===== src/rtl/lsu_pkg.sv =====
// Shared encodings for the load/store unit: funct3 access widths and FSM states.
package lsu_pkg;

    localparam logic [2:0] F3_B  = 3'b000;
    localparam logic [2:0] F3_H  = 3'b001;
    localparam logic [2:0] F3_W  = 3'b010;
    localparam logic [2:0] F3_BU = 3'b100;
    localparam logic [2:0] F3_HU = 3'b101;

    typedef enum logic [1:0] {
        ST_IDLE,
        ST_ACCESS,
        ST_DONE,
        ST_FAULT
    } lsu_state_t;

endpackage


===== src/rtl/lsu_align.sv =====
// Combinational lane logic: byte enables, store replication, load extraction and
// misaligned/illegal detection for one access.
module lsu_align
    import lsu_pkg::*;
#(
    parameter int XLEN = 32
) (
    input  logic            is_store_i,
    input  logic [2:0]      funct3_i,
    input  logic [1:0]      off_i,
    input  logic [XLEN-1:0] wdata_i,
    input  logic [XLEN-1:0] mem_rdata_i,
    output logic [3:0]      be_o,
    output logic [XLEN-1:0] wdata_o,
    output logic [XLEN-1:0] rdata_o,
    output logic            fault_o
);

    logic [XLEN-1:0] sh;
    logic            illegal;
    logic            misaligned;

    always_comb begin
        be_o       = '0;
        wdata_o    = '0;
        rdata_o    = '0;
        illegal    = 1'b0;
        misaligned = 1'b0;
        sh         = mem_rdata_i >> {off_i, 3'b000};

        case (funct3_i)
            F3_B, F3_BU: begin
                be_o    = 4'b0001 << off_i;
                wdata_o = {4{wdata_i[7:0]}};
            end
            F3_H, F3_HU: begin
                be_o       = 4'b0011 << off_i;
                wdata_o    = {2{wdata_i[15:0]}};
                misaligned = off_i[0];
            end
            F3_W: begin
                be_o       = 4'b1111;
                wdata_o    = wdata_i;
                misaligned = (off_i != 2'b00);
            end
            default: illegal = 1'b1;
        endcase

        // Unsigned variants exist only for loads.
        if (is_store_i && funct3_i[2])
            illegal = 1'b1;

        case (funct3_i)
            F3_B:    rdata_o = {{(XLEN-8){sh[7]}}, sh[7:0]};
            F3_H:    rdata_o = {{(XLEN-16){sh[15]}}, sh[15:0]};
            F3_BU:   rdata_o = {{(XLEN-8){1'b0}}, sh[7:0]};
            F3_HU:   rdata_o = {{(XLEN-16){1'b0}}, sh[15:0]};
            default: rdata_o = mem_rdata_i;
        endcase

        fault_o = illegal | misaligned;
    end

endmodule


===== src/rtl/lsu.sv =====
// Load/store unit FSM: latches the access on start, holds a request/ack
// memory transaction, and reports done/fault to the core.
module lsu
    import lsu_pkg::*;
#(
    parameter int XLEN = 32
) (
    input  logic            clk,
    input  logic            rst,
    input  logic            start,
    input  logic            is_store,
    input  logic [2:0]      funct3,
    input  logic [XLEN-1:0] addr,
    input  logic [XLEN-1:0] wdata,
    output logic            busy,
    output logic            done,
    output logic            fault,
    output logic [XLEN-1:0] rdata,
    output logic            mem_req,
    output logic            mem_we,
    output logic [XLEN-1:0] mem_addr,
    output logic [3:0]      mem_be,
    output logic [XLEN-1:0] mem_wdata,
    input  logic            mem_ack,
    input  logic [XLEN-1:0] mem_rdata
);

    lsu_state_t      state_q, state_d;
    logic [XLEN-1:0] addr_q, addr_d;
    logic [XLEN-1:0] wdata_q, wdata_d;
    logic [2:0]      f3_q, f3_d;
    logic            store_q, store_d;
    logic [XLEN-1:0] rdata_q, rdata_d;

    logic            sel_store;
    logic [2:0]      sel_f3;
    logic [1:0]      sel_off;
    logic [3:0]      al_be;
    logic [XLEN-1:0] al_wdata;
    logic [XLEN-1:0] al_rdata;
    logic            al_fault;

    // One aligner serves both the IDLE fault check (live inputs) and ACCESS (latched).
    always_comb begin
        if (state_q == ST_IDLE) begin
            sel_store = is_store;
            sel_f3    = funct3;
            sel_off   = addr[1:0];
        end else begin
            sel_store = store_q;
            sel_f3    = f3_q;
            sel_off   = addr_q[1:0];
        end
    end

    lsu_align #(.XLEN(XLEN)) u_align (
        .is_store_i  (sel_store),
        .funct3_i    (sel_f3),
        .off_i       (sel_off),
        .wdata_i     (wdata_q),
        .mem_rdata_i (mem_rdata),
        .be_o        (al_be),
        .wdata_o     (al_wdata),
        .rdata_o     (al_rdata),
        .fault_o     (al_fault)
    );

    always_comb begin
        state_d = state_q;
        addr_d  = addr_q;
        wdata_d = wdata_q;
        f3_d    = f3_q;
        store_d = store_q;
        rdata_d = rdata_q;

        case (state_q)
            ST_IDLE: begin
                if (start) begin
                    addr_d  = addr;
                    wdata_d = wdata;
                    f3_d    = funct3;
                    store_d = is_store;
                    state_d = al_fault ? ST_FAULT : ST_ACCESS;
                end
            end
            ST_ACCESS: begin
                if (mem_ack) begin
                    if (!store_q)
                        rdata_d = al_rdata;
                    state_d = ST_DONE;
                end
            end
            default: state_d = ST_IDLE;
        endcase
    end

    always_comb begin
        busy      = (state_q != ST_IDLE);
        done      = (state_q == ST_DONE) || (state_q == ST_FAULT);
        fault     = (state_q == ST_FAULT);
        mem_req   = (state_q == ST_ACCESS);
        mem_we    = mem_req && store_q;
        mem_addr  = mem_req ? {addr_q[XLEN-1:2], 2'b00} : '0;
        mem_be    = mem_req ? al_be : '0;
        mem_wdata = mem_req ? al_wdata : '0;
        rdata     = rdata_q;
    end

    always_ff @(posedge clk or posedge rst) begin
        if (rst) begin
            state_q <= ST_IDLE;
            addr_q  <= '0;
            wdata_q <= '0;
            f3_q    <= '0;
            store_q <= 1'b0;
            rdata_q <= '0;
        end else begin
            state_q <= state_d;
            addr_q  <= addr_d;
            wdata_q <= wdata_d;
            f3_q    <= f3_d;
            store_q <= store_d;
            rdata_q <= rdata_d;
        end
    end

endmodule


===== config.mk =====
export PLATFORM = sky130hd
export DESIGN_NAME = lsu
export DESIGN_NICKNAME = d
export VERILOG_FILES = /design/src/rtl/lsu_pkg.sv /design/src/rtl/lsu_align.sv /design/src/rtl/lsu.sv
export SDC_FILE = /design/constraint.sdc
export NUM_CORES = 1
export LEC_CHECK = 0
export BUFFER_PORTS_ARGS = -buffer_cell sky130_fd_sc_hd__buf_2
export CAP_MARGIN = 20
export CORE_ASPECT_RATIO = 0.9
export CORE_MARGIN = 2
export CORE_UTILIZATION = 40
export DETAILED_ROUTE_END_ITERATION = 7
export GPL_ROUTABILITY_DRIVEN = 0
export PLACE_DENSITY = 0.73
export SLEW_MARGIN = 5
export SYNTH_ARGS = -nofsm -noshare
export SYNTH_HDL_FRONTEND = slang
export SYNTH_HIERARCHICAL = 1
export SYNTH_SLANG_ARGS = --single-unit

===== constraint.sdc =====
create_clock -name clk -period 8.6 [get_ports clk]
set_clock_uncertainty 0.1 [all_clocks]
set_input_delay 1.29 -clock clk [delete_from_list [all_inputs] [get_ports clk]]
set_output_delay 1.29 -clock clk [all_outputs]
set_load 0.01 [all_outputs]

After elaboration in Yosys (flattened, before gate mapping)
Index checks and enable logic that the tools add are counted.

Equality and inequality tests: 9. Shifts and indexed selects: 3. Mux-type cells: 16. Bitwise operators: 2. Reductions and logical operators: 13.

Operators with widths (count): $pmux 32 s4 (1); $pmux 32 s3 (1); $mux 32 (2); $shr 32x5->16 (1); $pmux 4 s3 (1); $mux 2 (4); $eq 3x3->1 const B (2); $reduce_or 5->1 (1); $eq 2x2->1 const B (2); $mux 4 (1); $pmux 2 s2 (1); $reduce_and 2->1 (2); $reduce_bool 2->1 (2); $reduce_or 2->1 (2); $shl 1x2->4 const A (1); $shl 2x2->4 const A (1); $eq 3x1->1 const B (1); $eq 3x2->1 const B (1); $logic_not 3->1 (1); $mux 1 (3); $mux 3 (1); $reduce_and 3->1 (1); $eq 2x1->1 const B (1); $logic_and 1x1->1 (2); 7 further kinds (7).

Register bits after elaboration: 102. Bits of input ports: 104. Output and inout bits: 105. Logic and storage cells: 49.

Depth between registers and ports, before layout
Word-level depth: 10. Depth in mapped cells: 11. Depth with buffers taken out: 7.

Hierarchy
Netlist, hierarchy kept.

By module, submodules not included: lsu (times used 1, cells an instance 312, area each 4404.2 um^2, seq. area each 2552.4 um^2); lsu_align (times used 1, cells an instance 218, area each 1261.2 um^2, seq. area each 0.0 um^2).

Worst setup path after synthesis
OpenSTA, ideal clock, no wires.

Path type: in2out. Start: input funct3[0]. End: output mem_wdata[21]. Arrival time: 2.814 ns. Required time: 7.210 ns. Slack: 4.396 ns. Stages: 9. Buffers on the path: 3. Cells stage by stage: mux2_2 clkbuf_1 nor2_1 and2_1 clkbuf_1 clkbuf_1 nand2_1 o21ai_0 and2_1.

Longest elaborated chain between the ends: 5. Elaborated cells between the ends (all ways): 10. Those cells by class: eq/ne (4); mux (3); reduce/logical (3).

RTL lines: from (decl) (RTL line lsu.sv:12) `input logic [2:0] funct3,`; $mux 3 (*) (RTL line lsu.sv:45) `if (state_q == ST_IDLE) begin`; $eq 3x1->1, or another cell as far along (RTL line lsu_align.sv:31) `case (funct3_i)`; $reduce_or 2->1 (RTL line lsu_align.sv:31); $pmux 32 s3 (*) (RTL line lsu_align.sv:31); net al_wdata[21] (RTL line lsu.sv:39) `logic [XLEN-1:0] al_wdata;`; $mux 32 (*) (RTL line lsu.sv:105) `mem_wdata = mem_req ? al_wdata : '0;`; to (decl) (RTL line lsu.sv:23) `output logic [XLEN-1:0] mem_wdata,`.

The timed path passes the listed nets; every way through them passes the cells marked *.

Worst setup path after layout
Start: register state_q[1]. End: output mem_wdata[14].

Longest elaborated chain between the ends: 6. Elaborated cells between the ends (all ways): 12. Those cells by class: eq/ne (5); mux (3); reduce/logical (4).

RTL lines: from (decl) (RTL line lsu.sv:28) `lsu_state_t state_q, state_d;`; from (signal assigned) (RTL line lsu.sv:118) `state_q <= state_d;`; $logic_not 2->1 (*) (RTL line lsu.sv:45); $mux 3 (*) (RTL line lsu.sv:45); net sel_f3[0] (RTL line lsu.sv:36) `logic [2:0] sel_f3;`; $eq 3x1->1, or another cell as far along (RTL line lsu_align.sv:31); $reduce_or 2->1 (RTL line lsu_align.sv:31); $pmux 32 s3 (*) (RTL line lsu_align.sv:31); net al_wdata[14] (RTL line lsu.sv:39); $mux 32 (*) (RTL line lsu.sv:105).

Marked as above.

==> results.sh <==
export IMPL_initial_utilization_pct=40.6
export IMPL_io_buffers=206
export IMPL_rsz0062_at_grt="false"
export IMPL_grt_overflow=0
export IMPL_ys_warn_count=6
export IMPL_nets=812
export IMPL_htreeDepth=3
export IMPL_clock_root_buffer="clkbuf_16"
export IMPL_synth_xor_area_share_pct=0
export IMPL_seq_area_frac_synth_pct=45.1
export IMPL_drive_above_1_share_pct=44.5
export IMPL_cts_buffers=9
export IMPL_synth_cells=530
export IMPL_reg2reg_setup_slack_ns=5.20
export IMPL_diodes=0
export IMPL_clock_latency_ns=0.35
export IMPL_netlist_area_leader_share_pct=45.1
export IMPL_hold_path_depth=1
export IMPL_setup_viol=0
export IMPL_synth_enable_flop_cells=0
export IMPL_period_minus_slack_ns=4.83
export IMPL_synthFlopType="dfrtp_1"
export IMPL_hold_end="rdata[16]$_DFFE_PP0P_"
export IMPL_cts_setup_buffers=0
export IMPL_post_cts_resize_count=0
export IMPL_yosys_area_share_simple_pct=16.5
export IMPL_status="completed"
export IMPL_worstSetupEndpointType="output pin"
export IMPL_worst_path_largest_cell_delay_ns=0.78
export IMPL_worstPathMaxFanout=24
export IMPL_cap_violations=0
export IMPL_avgSynthCellArea_um2=10.7
export IMPL_vias=4458
export IMPL_synthTopCellsByArea="dfrtp_1, mux2_2, and2_1"
export IMPL_drv_slew=0
export IMPL_dr_pass1_iters=5
export IMPL_grt_antenna_before_repair=1
export IMPL_synth_compound_area_share_pct=6.98
export IMPL_clockBufferDepth=2
export IMPL_core_area_um2=14000
export IMPL_syn_area_um2=5670
export IMPL_startpoint_type="flip-flop"
export IMPL_track_usage_pct=19.1
export IMPL_setup_slack_ns=3.77
export IMPL_die_area_um2=15100
export IMPL_die_h_um=117
export IMPL_hp_start="rdata[16]$_DFFE_PP0P_"
export IMPL_ys_ff_latch=102
export IMPL_cts_tree="done"
export IMPL_synth_mux_area_share_pct=26.2
export IMPL_hpwl_um=9860
export IMPL_relSlewSlack_pct=31.1
export IMPL_hold_violations=0
export IMPL_r2r_end="rdata[14]$_DFFE_PP0P_"
export IMPL_grt_max_degree=69
export IMPL_vias_per_cell=4.92
export IMPL_ys_types=31
export IMPL_post_drt_wl_per_cell_um=15.7
export IMPL_grt_pass1_vias=4499
export IMPL_clkSinkCount=102
export IMPL_ant_nets=0
export IMPL_timing_rr_start="state_q[1]$_DFFE_PP0P_"
export IMPL_std_cell_rows=41
export IMPL_fin_tns_setup_ns=0
export IMPL_cp_data_arrival_time_ns=3.44
export IMPL_path_clk_slew_ns=0.06
export IMPL_peakVddDrop_mv=0.172
export IMPL_num_io_pins=209
export IMPL_fill_cells=1335
export IMPL_synth_top_family_by_area="multiplexers"
export IMPL_yosysTopAreaCell="dfrtp_1"
export IMPL_p_leak_nw=3.67
export IMPL_die_w_um=129
export IMPL_area_growth_pct=24.9
export IMPL_synth_fa_ha_area_share_pct=0
export IMPL_drtIter0Drc=215
export IMPL_tightest_slew_ns=1.02
export IMPL_slowest_stage="and2_1"
export IMPL_dp_slack_ns=3.74
export IMPL_powerDensity_nw_per_um2=379
export IMPL_ys_async_sr_fraction_pct=100
export IMPL_fmax_ghz=0.207
export IMPL_crit_chain="nor2_1, mux2_2, nor2_1, and2_1, a21o_1, and2_1, buf_2"
export IMPL_critPathRequiredTime_ns=7.21
export IMPL_r2r_cells=7
export IMPL_finalCritPeriodShare_pct=56.2
export IMPL_drc=0
export IMPL_hp_class="flip-flop to flip-flop"
export IMPL_grt_pass1_wl_um=22400
export IMPL_worstSetupPathType="flip-flop to output pin"
export IMPL_routed_wl_um=14200
export IMPL_ctsHoldBuffers=0
==> kinds of logic after synthesis <==
kind of cell	count (synthesis)
AOI/OAI and AO/OA	65
and+or+nand+nor	174
muxes	133
buffers and inverters	55
other	1
DFF	102
==> metal layers <==
metal,global-route usage (%),vias to the layer above,routed length [µm]
met2,32.4,151,6680
met5,0,-,0
met4,4.59,0,128
met3,7.18,9,1130
li1,-,2134,-
met1,23.3,2164,6290
==> final cells by class <==
cell class              instances  area (µm²)  share of cell area, %
clock buffers                  13         270                   3.82
clock inverters                 3        65.1                  0.919
inverters                      10        40.0                  0.566
multi-input cells             374        2830                   40.0
flip-flops and latches        102        2550                   36.1
well taps                     193         241                   3.41
repair buffers                211        1080                   15.3
==> critical path, delay by kind of cell (launching register included) <==
kind	cells	cell delay (ns)
and+or+nand+nor	4	1.67
muxes	1	0.59
DFF	1	0.47
AOI/OAI and AO/OA	1	0.21
buffers and inverters	1	0.14
==> cells in the mapped netlist (7+ instances only) <==
library cell,instances
o21ai_0,26
nand2_1,53
clkbuf_1,23
and3_1,7
a21oi_1,12
dfrtp_1,102
mux2_2,86
nand2b_1,12
and2_1,77
buf_6,8
inv_1,10
mux2i_1,18
nor2_1,16
buf_2,10
a21o_1,16
a22oi_1,7
mux2_1,28
==> power by group <==
part / switching [mW] / total [mW] / internal (mW)
clock: 0.178 / 0.457 / 0.279
combinational: 0.712 / 1.37 / 0.660
sequential: 0.134 / 0.852 / 0.719
total: 1.02 / 2.68 / 1.66
==> worst max path at each step <==
stage                            from       endpoint  slack, ns  cells past startpoint
2_1_floorplan               funct3[0]  mem_wdata[21]       4.40                      9
3_3_place_gp                funct3[0]  mem_wdata[14]       3.75                      7
3_5_place_dp                funct3[0]  mem_wdata[14]       3.74                      7
4_1_cts        state_q[1]$_DFFE_PP0P_  mem_wdata[14]       3.65                      7
5_1_grt        state_q[0]$_DFFE_PP0P_  mem_wdata[17]       3.45                      8
6_report       state_q[1]$_DFFE_PP0P_  mem_wdata[14]       3.77                      7
==> placed cells by master (no fill, tap or decap), drive strengths merged, types with 7 or more instances in the layout <==
cell / instances
buf: 211
mux2: 114
dfrtp: 102
and2: 77
nand2: 53
o21ai: 26
mux2i: 18
nor2: 16
a21o: 16
clkbuf: 13
a21oi: 12
nand2b: 12
inv: 10
and3: 7
a22oi: 7
==> stage by stage <==
step | power [mW] | utilization (%) | hold WS (ns) | area, µm² | cells
final | 2.68 | 50.7 | 0.381 | 7080 | 906
after detailed placement | 2.24 | 48.2 | 0.371 | 6720 | 889
after floorplan | 1.85 | - | 0.354 | 5670 | 531
after global placement | 2.22 | 48.2 | 0.364 | 6720 | 889
after CTS | 2.71 | 50.6 | 0.386 | 7060 | 905
after global routing | 2.90 | 50.7 | 0.404 | 7080 | 906
==> flip-flops by register name (all words and copies together), names as in the netlist <==
register	count
wdata_q	32
state_q	2
rdata	32
f3_q	3
addr_q	32
store_q	1
(Power assumes the default switching activity.)
